## config.mk

```make
export PLATFORM = sky130hd
export DESIGN_NAME = sd_join2_flat
export DESIGN_NICKNAME = d
export VERILOG_FILES = /design/src/rtl/sd_join2_if.sv /design/src/rtl/sd_join2.sv /design/src/flat_wrapper.sv
export SDC_FILE = /design/constraint.sdc
export NUM_CORES = 1
export LEC_CHECK = 0
export CORE_AREA = 2 2 39 41
export CTS_CLUSTER_DIAMETER = 60
export DETAILED_ROUTE_END_ITERATION = 8
export DIE_AREA = 0 0 41 43
export GPL_TIMING_DRIVEN = 1
export PLACE_DENSITY = 0.61
export SETUP_SLACK_MARGIN = 0.2
export SLEW_MARGIN = 20
export SYNTH_ARGS = -nofsm -noshare
export SYNTH_HDL_FRONTEND = slang
export SYNTH_SLANG_ARGS = --single-unit
```

## constraint.sdc

```tcl
create_clock -name clk -period 2.93 [get_ports clk]
set_clock_uncertainty 0.15 [all_clocks]
set_input_delay 0.4395 -clock clk [delete_from_list [all_inputs] [get_ports clk]]
set_output_delay 0.4395 -clock clk [all_outputs]
set_load 0.02 [all_outputs]
```

## src/rtl/sd_join2_if.sv

```systemverilog
// Srdy/drdy handshake bundle: srdy/data flow master->slave, drdy flows back.
// A transfer happens on any rising clk edge where srdy & drdy are both high.
interface sd_join2_if #(
   parameter int width = 8
);
   logic             srdy;
   logic             drdy;
   logic [width-1:0] data;

   modport master (output srdy, output data, input drdy);
   modport slave  (input srdy, input data, output drdy);
endinterface

```

## src/rtl/sd_join2.sv

```systemverilog
// 2:1 srdy/drdy joiner: pairs two consecutive half-width tokens into one
// registered full-width token. First half lands in the MSBs when msb_first=1.
module sd_join2 #(
   parameter int width     = 8,
   parameter bit msb_first = 1'b1
) (
   input  logic         clk,
   input  logic         reset,
   sd_join2_if.slave    c,
   sd_join2_if.master   p,
   output logic         state_dbg
);

   localparam int half = width / 2;

   typedef enum logic {
      S_FIRST  = 1'b0,
      S_SECOND = 1'b1
   } state_t;

   state_t            state;
   state_t            state_nxt;
   logic [half-1:0]   hold;
   logic [width-1:0]  p_data_r;
   logic [width-1:0]  joined;
   logic              p_srdy_r;
   logic              c_drdy_w;
   logic              accept;
   logic              hold_en;
   logic              load;

   // State register
   always_ff @(posedge clk) begin
      if (reset) state <= S_FIRST;
      else       state <= state_nxt;
   end

   // Next-state logic
   always_comb begin
      state_nxt = state;
      case (state)
         S_FIRST:  if (accept) state_nxt = S_SECOND;
         S_SECOND: if (accept) state_nxt = S_FIRST;
         default:  state_nxt = S_FIRST;
      endcase
   end

   // Output logic; the p.drdy -> c.drdy path in S_SECOND is combinational on purpose
   always_comb begin
      c_drdy_w = 1'b1;
      hold_en  = 1'b0;
      load     = 1'b0;
      case (state)
         S_FIRST: begin
            c_drdy_w = 1'b1;
            hold_en  = c.srdy;
         end
         S_SECOND: begin
            c_drdy_w = ~p_srdy_r | p.drdy;
            load     = c.srdy & c_drdy_w;
         end
         default: begin
            c_drdy_w = 1'b1;
         end
      endcase
   end

   assign accept = c.srdy & c_drdy_w;

   always_comb begin
      if (msb_first) joined = {hold, c.data};
      else           joined = {c.data, hold};
   end

   // Hold and output data are not reset; p_data is meaningless while p_srdy=0
   always_ff @(posedge clk) begin
      if (hold_en) hold <= c.data;
      if (load)    p_data_r <= joined;
   end

   always_ff @(posedge clk) begin
      if (reset)       p_srdy_r <= 1'b0;
      else if (load)   p_srdy_r <= 1'b1;
      else if (p.drdy) p_srdy_r <= 1'b0;
   end

   assign c.drdy    = c_drdy_w;
   assign p.srdy    = p_srdy_r;
   assign p.data    = p_data_r;
   assign state_dbg = (state == S_SECOND);

endmodule
```

## src/flat_wrapper.sv

```systemverilog
// flat-port wrapper written by rule: the top's interface ports become plain ports
module sd_join2_flat 
#(
   parameter int width     = 8,
   parameter bit msb_first = 1'b1
)
  (clk, reset, state_dbg, c_srdy, c_data, c_drdy, p_srdy, p_data, p_drdy);
  sd_join2_if #(.width(width)) c_i ();
  sd_join2_if #(.width(width)) p_i ();
  input  logic clk;
  input  logic reset;
  output logic state_dbg;
  input wire logic [$bits(c_i.srdy)-1:0] c_srdy;
  input wire logic [$bits(c_i.data)-1:0] c_data;
  output wire logic [$bits(c_i.drdy)-1:0] c_drdy;
  output wire logic [$bits(p_i.srdy)-1:0] p_srdy;
  output wire logic [$bits(p_i.data)-1:0] p_data;
  input wire logic [$bits(p_i.drdy)-1:0] p_drdy;
  assign c_i.srdy = c_srdy;
  assign c_i.data = c_data;
  assign c_drdy = c_i.drdy;
  assign p_srdy = p_i.srdy;
  assign p_data = p_i.data;
  assign p_i.drdy = p_drdy;
  sd_join2 #(.width(width), .msb_first(msb_first)) u_core (.clk(clk), .reset(reset), .c(c_i), .p(p_i), .state_dbg(state_dbg));
endmodule
```

==> results by group <==
Final layout
  – Layout area overhead: 80.4%
  – Layout fillers: ~130
  – Util after Layout: 43.2%
  – Highest-count cells in the layout ignoring fill and taps: clkdlybuf4s50_1, edfxtp_1, clkbuf_4
  – FF+latch area: around 280 sq um
  – Footprint of the multi-input gates: 51.3 sq um
  – Most common cell after layout, fill and taps aside: clkdlybuf4s50_1
  – Nets: 57
  – Antenna diodes: 0
  – Fraction of layout cells with a size suffix above 1: 9.09%

Timing
  – Tmin final: approximately 2.4 ns
  – Worst hold margin: around 0.36 ns
  – Tightest Pin Transition: 0.622 ns
  – RSZ-0062 raised after global routing: false
  – Final Setup Violations: 0
  – Final Hold Viols: 0
  – Final WS setup: 0.559 ns
  – Tcrit/Tclk final: 80.9%
  – Fin. max-slew vios: 0
  – TNS Setup: 0 ns
  – Relative slew margins: 58.4%
  – Fmax: 0.422 GHz

Yosys
  – Yosys top cell area share: 72.5%
  – Synth top area cells: edfxtp_1, dfxtp_1, nand2b_4
  – Sequential area share after synthesis: 84.5%
  – Mapped Avg Cell Area: 18.4 sq um
  – FF+latch count, synth: 10
  – Synth Instances: 18
  – Mapped Area: 332 sq um
  – YS warnings: 0
  – Cell variety after synth: 9
  – Area leader, netlist: edfxtp_1
  – Syn_nets: 30

Drt
  – DR vias: approximately 240
  – DRC errors left: 0
  – Drt wl/cell: 11.2 microns
  – Routed WL: 673 microns
  – ANT nets after route: 0
  – TritonRoute pass-1 iters: 1
  – 1st-iter DRT viols: 0
  – Post-DR vias/cell: 4.07

Setup path
  – CP Class: in -> out
  – WP data required: 2.34 ns
  – CP endpoint kind: output port
  – Max FO, Critical Path: 2
  – Worst path arrival time: 1.78 ns
  – Crit start category: input pin

Floorplan
  – # rows: 14
  – Starting Density: 24.0%
  – Die height: 43 microns
  – Core Box Area: roughly 0.0014 sq mm
  – Die width: 41 microns
  – Die area: approximately 0.0018 sq mm
  – Num ports: 23

Clock tree
  – Worst-Skew Late Latency: 0.26 ns
  – Setup Fix Bufs, Post-CTS: 0
  – Hold_buf cts: 0
  – Max Root-Sink Buffers: 2
  – H-tree Lvls: 1
  – TritonCTS clock tree: done
  – Root Buffer: clkbuf_4
  – CTS Buf Count: 3
  – Sink Count: 10
  – Clk pin slew, worst setup/hold paths: 0.06 ns
  – # resized after CTS: 0

Pwr
  – Pint: 237 uW
  – Logic gate share of total power: 13.2%
  – Worst VDD drop: ~170 uV
  – Pleak: 0.215 nW
  – Switching Power: 65.0 uW
  – Flop pwr share: 54.0%
  – Clk pwr share: between 30% and 40%
  – Power Density: just over 500 mW/mm^2
  – Final total power: 302 uW
  – Sw frac: between 20% and 30%

Global route
  – Initial antenna violation count: 0
  – All-Layer GR Usage: 8.99%
  – Vias in the first global route: 241
  – Largest net degree at the start of global routing: 9
  – Global-route wire length before repair: 966 microns
  – GRT Residual Overflow: 0

Placed design
  – Number of port buffers: 22
  – GPL Wtd Cong: 0.599
  – Pre-CTS setup slack: 0.544 ns

Worst hold path
  – Hold Crit Class: reg -> reg

Run status
  – Status: finished, final reports clean

Flow run
  – Max-Cap Viols: 0
cells in the mapped netlist:
| library cell | count |
|---|---|
| a21oi_1 | 1 |
| dfxtp_1 | 2 |
| o21bai_1 | 1 |
| nand2b_4 | 1 |
| a31oi_1 | 1 |
| and2b_1 | 1 |
| nor2_1 | 1 |
| nand2_1 | 2 |
| edfxtp_1 | 8 |
stage by stage:
stage               area (sq um)  std cells
global route                 598         60
global placement             572         56
floorplan                    332         18
finish                       598         60
detailed placement           572         56
CTS                          598         60
power groups by stage:
| stage | combinational [mW] | clock, mW | sequential (mW) |
|---|---|---|---|
| after floorplan | 0.00547 | 0 | 0.174 |
| after global placement | 0.0395 | 0 | 0.166 |
| after global routing | 0.0429 | 0.110 | 0.164 |
| after CTS | 0.0405 | 0.102 | 0.163 |
| after detailed placement | 0.0403 | 0 | 0.166 |
| final | 0.0400 | 0.0990 | 0.163 |
metal layers:
| layer | routed length (microns) | global-route usage (%) | vias up | part of all wire (%) |
|---|---|---|---|---|
| met3 | 114 | 6.28 | 0 | 17 |
| li1 | - | - | 121 | - |
| met1 | 282 | 8.84 | 100 | 42 |
| met4 | 0 | 6.00 | 0 | 0 |
| met2 | 276 | 12.8 | 23 | 41 |
| met5 | 0 | 0 | - | 0 |
layout make-up:
cell class                 count  share of cell area [%]
sequential                    10                    46.9
timing repair buffer          22                    36.8
multi-input combinational      8                    8.58
clock buffer                   4                    4.39
tap                           16                    3.35
logic make-up after synthesis:
family | synth area share, %
AOI/OAI and AO/OA | 5.66
DFF | 84.5
and+or+nand+nor | 9.81
path summary, 6_finish.rpt:
| check | startpoint | slack [ns] | endpoint | cells after the start |
|---|---|---|---|---|
| min | u_core.state_dbg$_SDFF_PP0_ | 0.36 | u_core.state_dbg$_SDFF_PP0_ | 1 |
| max reg2reg | u_core.p.srdy$_SDFFE_PP0P_ | 1.39 | u_core.p.data[6]$_DFFE_PP_ | 2 |
| min reg2reg | u_core.state_dbg$_SDFF_PP0_ | 0.36 | u_core.state_dbg$_SDFF_PP0_ | 1 |
| max | p_drdy | 0.56 | c_drdy | 4 |
state kept, by name, summed over array words and instances, names as in the netlist:
register	flops
u_core.p.data	8
u_core.state_dbg	1
u_core.p.srdy	1
worst max-delay path, stage by stage:
cell             delay, ns
clkdlybuf4s50_1       0.48
and2b_1               0.20
nand2_1               0.06
clkdlybuf4s50_1       0.60
Power figures use the tool's default switching activity.
